--- src/rtl/mm_cmd_scheduler.sv ---
// In-order command queue feeding a single-outstanding bus master with one response per command.
// Define MM_CMD_TIMEOUT_EN to abort a bus access after TIMEOUT cycles without bus_ack.
module mm_cmd_scheduler #(
    parameter int unsigned DEPTH   = 4,
    parameter int unsigned TIMEOUT = 255
) (
    input  logic        clk,
    input  logic        reset,
    input  logic [31:0] cmd_in,
    input  logic [31:0] addr_in,
    input  logic [31:0] data_in,
    input  logic        cmd_valid,
    output logic        bus_req,
    output logic        bus_we,
    output logic [31:0] bus_addr,
    output logic [31:0] bus_wdata,
    input  logic        bus_ack,
    input  logic [31:0] bus_rdata,
    output logic        rsp_valid,
    output logic [31:0] rsp_data,
    output logic [1:0]  rsp_status,
    output logic        overflow,
    output logic        busy
);

    localparam int unsigned PtrW   = (DEPTH > 1) ? $clog2(DEPTH) : 1;
    localparam logic [PtrW:0]   QFull  = (PtrW + 1)'(DEPTH);
    localparam logic [PtrW:0]   CntOne = (PtrW + 1)'(1);
    localparam logic [PtrW-1:0] PtrOne = PtrW'(1);

    localparam logic [7:0] OpNop   = 8'h00;
    localparam logic [7:0] OpWrite = 8'h01;
    localparam logic [7:0] OpRead  = 8'h02;

    localparam logic [1:0] StatOk    = 2'b00;
    localparam logic [1:0] StatBadOp = 2'b01;

    typedef enum logic [1:0] {StIdle, StIssue, StResp} state_e;

    state_e state_q, state_d;

    logic [7:0]  q_op   [DEPTH];
    logic [31:0] q_addr [DEPTH];
    logic [31:0] q_data [DEPTH];

    logic [PtrW-1:0] wr_ptr_q, rd_ptr_q;
    logic [PtrW:0]   count_q;
    logic            overflow_q;

    logic        cur_we_q;
    logic [31:0] cur_addr_q, cur_wdata_q;
    logic [1:0]  res_status_q, res_status_d;
    logic [31:0] res_data_q, res_data_d;
    logic        rsp_valid_q;
    logic [31:0] rsp_data_q;
    logic [1:0]  rsp_status_q;

    logic        queue_empty, queue_full, idle;
    logic        bypass, pop, push, drop, load;
    logic [7:0]  head_op;
    logic [31:0] head_addr, head_data;

    logic unused_cmd_hi;
    assign unused_cmd_hi = ^cmd_in[31:8];

    assign queue_empty = (count_q == '0);
    assign queue_full  = (count_q == QFull);
    assign idle        = (state_q == StIdle);

    // An idle block with an empty queue takes the incoming command straight into execution.
    assign bypass = idle && queue_empty && cmd_valid;
    assign pop    = idle && !queue_empty;
    assign push   = cmd_valid && !bypass && (!queue_full || pop);
    assign drop   = cmd_valid && queue_full && !pop;
    assign load   = bypass || pop;

    assign head_op   = pop ? q_op[rd_ptr_q]   : cmd_in[7:0];
    assign head_addr = pop ? q_addr[rd_ptr_q] : addr_in;
    assign head_data = pop ? q_data[rd_ptr_q] : data_in;

    always_ff @(posedge clk) begin
        if (push) begin
            q_op[wr_ptr_q]   <= cmd_in[7:0];
            q_addr[wr_ptr_q] <= addr_in;
            q_data[wr_ptr_q] <= data_in;
        end
    end

    always_ff @(posedge clk or negedge reset) begin
        if (!reset) begin
            wr_ptr_q   <= '0;
            rd_ptr_q   <= '0;
            count_q    <= '0;
            overflow_q <= 1'b0;
        end else begin
            if (push) wr_ptr_q <= wr_ptr_q + PtrOne;
            if (pop)  rd_ptr_q <= rd_ptr_q + PtrOne;
            if (push && !pop) begin
                count_q <= count_q + CntOne;
            end else if (pop && !push) begin
                count_q <= count_q - CntOne;
            end
            if (drop) overflow_q <= 1'b1;
        end
    end

`ifdef MM_CMD_TIMEOUT_EN
    localparam logic [1:0]  StatTimeout = 2'b10;
    localparam logic [15:0] TmoLast     = 16'(TIMEOUT - 1);

    logic [15:0] tmo_cnt_q;

    always_ff @(posedge clk or negedge reset) begin
        if (!reset) begin
            tmo_cnt_q <= '0;
        end else if (state_q == StIssue) begin
            tmo_cnt_q <= tmo_cnt_q + 16'd1;
        end else begin
            tmo_cnt_q <= '0;
        end
    end
`endif

    always_comb begin
        state_d      = state_q;
        res_status_d = res_status_q;
        res_data_d   = res_data_q;
        case (state_q)
            StIdle: begin
                if (load) begin
                    res_data_d = '0;
                    if (head_op == OpRead || head_op == OpWrite) begin
                        state_d      = StIssue;
                        res_status_d = StatOk;
                    end else begin
                        state_d      = StResp;
                        res_status_d = (head_op == OpNop) ? StatOk : StatBadOp;
                    end
                end
            end
            StIssue: begin
                // An ack in the expiry cycle takes priority over the timeout.
                if (bus_ack) begin
                    state_d      = StResp;
                    res_status_d = StatOk;
                    if (!cur_we_q) res_data_d = bus_rdata;
                end
`ifdef MM_CMD_TIMEOUT_EN
                else if (tmo_cnt_q == TmoLast) begin
                    state_d      = StResp;
                    res_status_d = StatTimeout;
                    res_data_d   = '0;
                end
`endif
            end
            StResp:  state_d = StIdle;
            default: state_d = StIdle;
        endcase
    end

    always_ff @(posedge clk or negedge reset) begin
        if (!reset) begin
            state_q      <= StIdle;
            cur_we_q     <= 1'b0;
            cur_addr_q   <= '0;
            cur_wdata_q  <= '0;
            res_status_q <= StatOk;
            res_data_q   <= '0;
        end else begin
            state_q      <= state_d;
            res_status_q <= res_status_d;
            res_data_q   <= res_data_d;
            if (load) begin
                cur_we_q    <= (head_op == OpWrite);
                cur_addr_q  <= head_addr;
                cur_wdata_q <= head_data;
            end
        end
    end

    // The response is registered out of RESP, so rsp_data/rsp_status only change with the strobe.
    always_ff @(posedge clk or negedge reset) begin
        if (!reset) begin
            rsp_valid_q  <= 1'b0;
            rsp_data_q   <= '0;
            rsp_status_q <= StatOk;
        end else begin
            rsp_valid_q <= (state_q == StResp);
            if (state_q == StResp) begin
                rsp_data_q   <= res_data_q;
                rsp_status_q <= res_status_q;
            end
        end
    end

    assign bus_req    = (state_q == StIssue);
    assign bus_we     = cur_we_q;
    assign bus_addr   = cur_addr_q;
    assign bus_wdata  = cur_wdata_q;
    assign rsp_valid  = rsp_valid_q;
    assign rsp_data   = rsp_data_q;
    assign rsp_status = rsp_status_q;
    assign overflow   = overflow_q;
    assign busy       = !queue_empty || !idle;

endmodule

--- config.mk ---
export PLATFORM = sky130hd
export DESIGN_NAME = mm_cmd_scheduler
export DESIGN_NICKNAME = d
export VERILOG_FILES = /design/src/rtl/mm_cmd_scheduler.sv
export SDC_FILE = /design/constraint.sdc
export NUM_CORES = 1
export LEC_CHECK = 0
export CAP_MARGIN = 0
export CORE_ASPECT_RATIO = 1.25
export CORE_UTILIZATION = 50
export CTS_CLUSTER_SIZE = 40
export DETAILED_ROUTE_END_ITERATION = 8
export PLACE_DENSITY = 0.73
export SETUP_SLACK_MARGIN = 0.4
export SLEW_MARGIN = 20
export SYNTH_ARGS = -nofsm -noshare
export SYNTH_HDL_FRONTEND = slang
export SYNTH_SLANG_ARGS = --single-unit
--- constraint.sdc ---
create_clock -name clk -period 3.74 [get_ports clk]
set_input_delay 0.748 -clock clk [delete_from_list [all_inputs] [get_ports clk]]
set_output_delay 0.748 -clock clk [all_outputs]
set_load 0.005 [all_outputs]
Word level (Yosys, flattened, before mapping)
Memory sizes are Yosys's and may differ from the RTL's. Cells that the tools add are included. W data, S select, Z words.

Register bits after elaboration: 144. Latch bits: 0. Memory bits (writable): 288. ROM bits: 0. Bits of input ports: 132. Output and inout port bits: 103. Logic and storage cells: 75. Memories: 3.

$add $sub $neg: 4. Multipliers: 0. Divide/modulo/power cells: 0. Order comparisons: 0. Equality and inequality tests: 8. Shift-type cells: 0. Mux-type cells: 20. Bitwise gates (word level): 0. Reduce and logical (&&, ||, !) cells: 27.

Memory list: q_addr (depth 4, bits a word 32, read ports 1, clocked after Yosys merged registers in 0, wr ports 1, line 43) `logic [31:0] q_addr [DEPTH];`; q_data (depth 4, bits a word 32, read ports 1, clocked after Yosys merged registers in 0, wr ports 1, line 44) `logic [31:0] q_data [DEPTH];`; q_op (depth 4, bits a word 8, read ports 1, clocked after Yosys merged registers in 0, wr ports 1, line 42) `logic [7:0] q_op [DEPTH];`.

Operators by type and width (number): $mux W32 (5); $pmux W32 S2 (1); $mux W2 (5); $logic_and A1 B1 Y1 (9); $eq A8 B1 Y1 const B (1); $eq A8 B2 Y1 const B (1); $logic_not A8 Y1 (1); $mux W8 (1); $pmux W2 S2 (2); $logic_not A1 Y1 (6); $mux W3 (2); $add A2 B1 Y2 const B (2); $logic_or A1 B1 Y1 (4); $mux W1 (4); $ne A2 B1 Y1 const B (2); $reduce_and A4 Y1 (1); $reduce_bool A2 Y1 (2); $add A3 B1 Y3 const B (1); $eq A3 B3 Y1 const B (1); $logic_not A3 Y1 (1); $reduce_and A3 Y1 (1); $sub A3 B1 Y3 const B (1); $eq A2 B1 Y1 const B (1); $eq A2 B2 Y1 const B (1); other kinds (3) (3).

Depth between registers and ports, before layout
Depth after elaboration: 10. Mapped depth: 11. Gate-level depth less buffers: 9.

Worst setup path after synthesis
OpenSTA, ideal clock, no wires.

Path kind: flip-flop to flip-flop. Start: reg state_q[0]. End: mem q_addr[0][0], enable pin. Library setup time: 0.438 ns. Arrival time: 2.871 ns. Slack: 0.431 ns. Stages on the path, launching flop included: 5. Path buffers: 0. Clock period less this slack: 3.309 ns. Path through: dfrtp_1 nor2_1 xnor2_1 o31a_1 and2_1.

Cells in the longest elaborated chain, start to end: 8.

RTL lines: from (decl) (line 40) `state_e state_q, state_d;`; from (signal assigned) (line 163) `state_q <= StIdle;`; from (signal assigned) (line 170) `state_q <= state_d;`; $logic_not A2 Y1 * (line 68) `assign idle = (state_q == StIdle);`; $logic_and A1 B1 Y1 (2 in series) (line 71) `assign bypass = idle && queue_empty && cmd_valid;`; $logic_not A1 Y1 (line 73) `assign push = cmd_valid && !bypass && (!queue_full || pop);`; $logic_and A1 B1 Y1 (line 73); $logic_and A1 B1 Y1 * (line 73); via push (line 59) `logic bypass, pop, push, drop, load;`; $mux W1 * (line 82) `if (push) begin`; $mux W1 (implied by the code) * (line 84) `q_addr[wr_ptr_q] <= addr_in;`; to (decl) (line 43).

Mark *: on every way through the listed nets, which the timed path passes. The rest lies on a longest branch.

Final worst setup path
Start: reg state_q[0]. End: out busy.

Cells in the longest elaborated chain, start to end: 3.

RTL lines: $logic_not A2 Y1 (line 68); $logic_not A1 Y1 (line 204) `assign busy = !queue_empty || !idle;`; $logic_or A1 B1 Y1 (line 204); to (decl) (line 23) `output logic busy`.

Every way passes these cells.

==> out/results.md <==
| Step | Quantity | Value |
| --- | --- | --- |
| sta | Worst rel slew slack | 46.3% |
| placed design | Placed Instances | 1538 |
| clocking | Hold buffer count at CTS | 0 |
| clocking | Htree depth | 2 |
| synth | Cells after Synth | 948 |
| global route | Gr usage total | 20.0% |
| setup path | Worst Setup Start Kind | flip-flop |
| synth | EDFF count, synth | 288 |
| routing | Antenna Violating Nets Remaining | 0 |
| routing | Number of vias per cell after detailed routing | 5.40 |
| final layout | Fraction of final layout cells with drive strength greater than 1 | 16.8% |
| pwr | Leakage power summed over all cells | 7.53 nW |
| synth | Share of synthesized registers carrying an async set or reset | 33.0% |
| sta | Measured slew at the worst slew-check pin | 0.805 ns |
| sta | Fin Clk Skew | 0.0232 ns |
| synth | Unique masters post-synth | 38 |
| synth | Yosys warning count | 0 |
| clocking | Number of buffers created by CTS | 42 |
| synth | Synthesized-area fraction occupied by ao, oa, aoi and oai cells | 3.69% |
| min path | Class of the worst hold path | in -> async |
| clocking | PostCTS Resize Cnt | 0 |
| die | Die Width | 164 um |
| die | Floorplan Core Area | 32200 um2 |
| routing | Drt initial violations | 652 |
| routing | Total iterations of the first detailed-routing run | 4 |
| sta | Max Clk Rate | 0.354 GHz |
| setup path | Crit path arrival time | 2.08 ns |
| global route | Via count of the first global-routing pass | 9124 |
| global route | Pin count of the biggest net entering global routing | 72 |
| placed design | Post-placement cell area | 19100 um2 |
| setup path | Crit-path slowest cell | sky130_fd_sc_hd__clkdlybuf4s50_1 |
| final layout | Synthesis-to-layout area growth | 24.4% |
| placed design | Routability congestion estimate from global placement | 0.732 |
| setup path | Category of the worst setup path capture point | output pin |
| global route | Wire length of the first global-routing pass | 50700 um |
| pwr | Share of total power in the clock network | 26.3% |
| clocking | Clock latency at the later pin of the worst-skew pair | 0.56 ns |
| synth | Area of the mapped netlist | 16500 um2 |
| synth | Proportion of synthesized chip area in sequential cells | 74.1% |
| routing | Per-cell routed wire length | 20.2 um |
| pwr | Switching share of power | 29.7% |
| clocking | Maximum clock insertion buffer count | 3 |
| routing | Via total after detailed routing | 8741 |
| sta | Final setup violation count | 0 |
| setup path | Maximum single-stage delay on the critical path | 0.51 ns |
| sta | Final worst-path cycle share | 75.5% |
| synth | Top FF cell, synth | sky130_fd_sc_hd__edfxtp_1 |
| die | Top-level port count | 235 |
| clocking | Clock Root Buffer | sky130_fd_sc_hd__clkbuf_16 |
| final layout | Final std cell area, no fill | 20500 um2 |
| synth | Multiplexer fraction of the synthesized cell area | 15.2% |
| final layout | Net count of the finished layout | 1308 |
| die | Starting density of the core | 51.2% |
| clocking | TritonCTS clock tree | done |
| synth | XOR/XNOR share of the synthesized area | 0.478% |
| outcome | Run status | completed |
| synth | Largest family of logic cells by synthesized area | multiplexers |
| global route | Initial antenna violation count | 2 |
| sta | Max Transition Viols Final | 0 |
| setup path | Kind of critical path | reg -> out |
| placed design | HPWL Detailed | 20100 um |
| sta | Setup repair after global routing missed its margin | no |
| sta | Summed negative setup slack over all endpoints | 0 ns |
| sta | Hold violation count in the final report | 0 |
| final layout | Fillcell total | 2294 |
| pwr | Peak supply drop | 0.517 mV |
| pwr | Switching power summed over all nets | 0.00491 W |
| pwr | Power density normalized to cell area | 807 nW/um2 |
| synth | Mapped Avg Cell Area | 17.4 um2 |
| setup path | Number of cells on the worst reg-to-reg path | 6 |
| routing | Residual DRC count | 0 |
| synth | Simple-gate portion of the synthesized area | 4.08% |
| final layout | Most frequent standard cell in the layout excluding fill and tap cells | sky130_fd_sc_hd__edfxtp_1 |
| synth | Flops & latches, synth | 430 |
| pwr | Internal | 0.0116 W |
| job | Maxcap violations | 0 |
| global route | Grt ovf | 0 |
| clocking | Setup repair bufs after CTS | 0 |
| final layout | Count of placed standard cells in the final layout, fillers left out | 1618 |
| synth | Synth Area in Adders | 0.501% |
| final layout | Most frequent cells in the layout | sky130_fd_sc_hd__edfxtp_1 (288), sky130_fd_sc_hd__clkdlybuf4s50_1 (208), sky130_fd_sc_hd__dfrtp_1 (140) |
| setup path | Cell breakdown of the critical path | nor2_1 -> nand2_1 -> clkdlybuf4s50_1 |
| pwr | Combinational group share of total power | 31.0% |
| routing | Overall routed net length | 32600 um |
| clocking | Clock Sink Count | 430 |
| synth | Mapped Nets | 1086 |
| die | Total Die Area | 33700 um2 |
| die | Height of the die | 205 um |
| clocking | Clock transition at the registers of the reported paths | 0.06 ns |
| sta | Hold slack | 0.244 ns |
| placed design | IO buf count | 209 |
| setup path | Largest driver fanout on the critical path | 6 |
| die | FP Rows | 73 |
| sta | Clock period minus worst slack | 2.82 ns |
| pwr | Sequential cell fraction of total power | 42.6% |
| setup path | Required time of the critical path | 2.99 ns |
==> path summary, 6_finish.rpt <==
check	end	slack (ns)	start
setup / recovery	busy	0.92	state_q[0]
hold / removal	rsp_data[16]	0.24	reset
setup reg to reg	bus_addr[10]	1.09	count_q[0]
hold reg to reg	bus_wdata[10]	0.48	bus_wdata[10]
max in group asynchronous	rsp_data[29]	2.64	reset
min in group clk	bus_wdata[10]	0.48	bus_wdata[10]
==> registers in the layout, summed over array words and instances, names as in the netlist, 3 cells and up <==
name        count
q_addr        128
q_data        128
bus_addr       32
bus_wdata      32
q_op           32
res_data_q     32
rsp_data       32
count_q         3
==> cell usage after synthesis (all sizes together) (2+ instances only) <==
cell type    n  area, um2
inv          6       22.5
o21ai       98        502
a21oi        2       10.0
xor2         2       17.5
mux2        34        383
nor3         5       25.0
nor2         5       18.8
nand3        2       10.0
edfxtp     288       8650
nor4         5       31.3
mux4        66       1490
buf         39        239
nor2b        2       12.5
xnor2        7       61.3
nand2      138        518
mux2i       64        641
clkbuf      15       56.3
a31oi        5       31.3
dfrtp      142       3550
ha           5       62.6
and2         5       31.3
==> through the flow <==
step                      util, %  power, W  worst slack, ns
after floorplan                 -    0.0103            0.431
after global placement       59.3    0.0123            0.862
after detailed placement     59.3    0.0124            0.849
after CTS                    63.7    0.0168            0.904
after global routing         63.7    0.0174            0.781
final                        63.7    0.0165            0.916
==> layer usage <==
metal  share of wire (%)  GRT usage (%)
met1                  42           25.9
met2                  50           33.5
met3                 6.2           4.54
met4                 2.2           6.08
met5                   0              0
==> layout make-up <==
| cell class | instances | area [um2] | share of cell area, % |
|---|---|---|---|
| multi-input cells | 458 | 3980 | 19.4 |
| diodes | 2 | 5.00 | 0.0244 |
| clock inverters | 25 | 323 | 1.58 |
| repair buffers | 232 | 2330 | 11.4 |
| clock buffers | 53 | 1110 | 5.43 |
| inverters | 6 | 22.5 | 0.110 |
| well taps | 412 | 515 | 2.52 |
| flip-flops and latches | 430 | 12200 | 59.6 |
==> critical path, delay by kind of cell (launching register included) <==
kind,cells,cell delay (ns)
AND/OR/NAND/NOR,2,0.58
buffers and inverters,1,0.51
flip-flops,1,0.44
==> cell families (layout without fill, tap and decap cells) <==
logic type,after synthesis,count (layout)
flip-flops,430,430
adder cells (fa/ha/maj),6,6
XOR/XNOR,9,9
buffers and inverters,60,316
AND/OR/NAND/NOR,165,165
multiplexers,164,164
AO/OA/AOI/OAI,113,113
other,1,3
==> power groups by stage <==
stage               clock network (W)  logic (W)  registers, W
floorplan                           0    0.00337       0.00693
global placement                    0    0.00514       0.00711
detailed placement                  0    0.00522       0.00717
CTS                           0.00446    0.00525       0.00708
global route                  0.00462    0.00561       0.00720
finish                        0.00436    0.00513       0.00705
(Power assumes the default switching activity.)
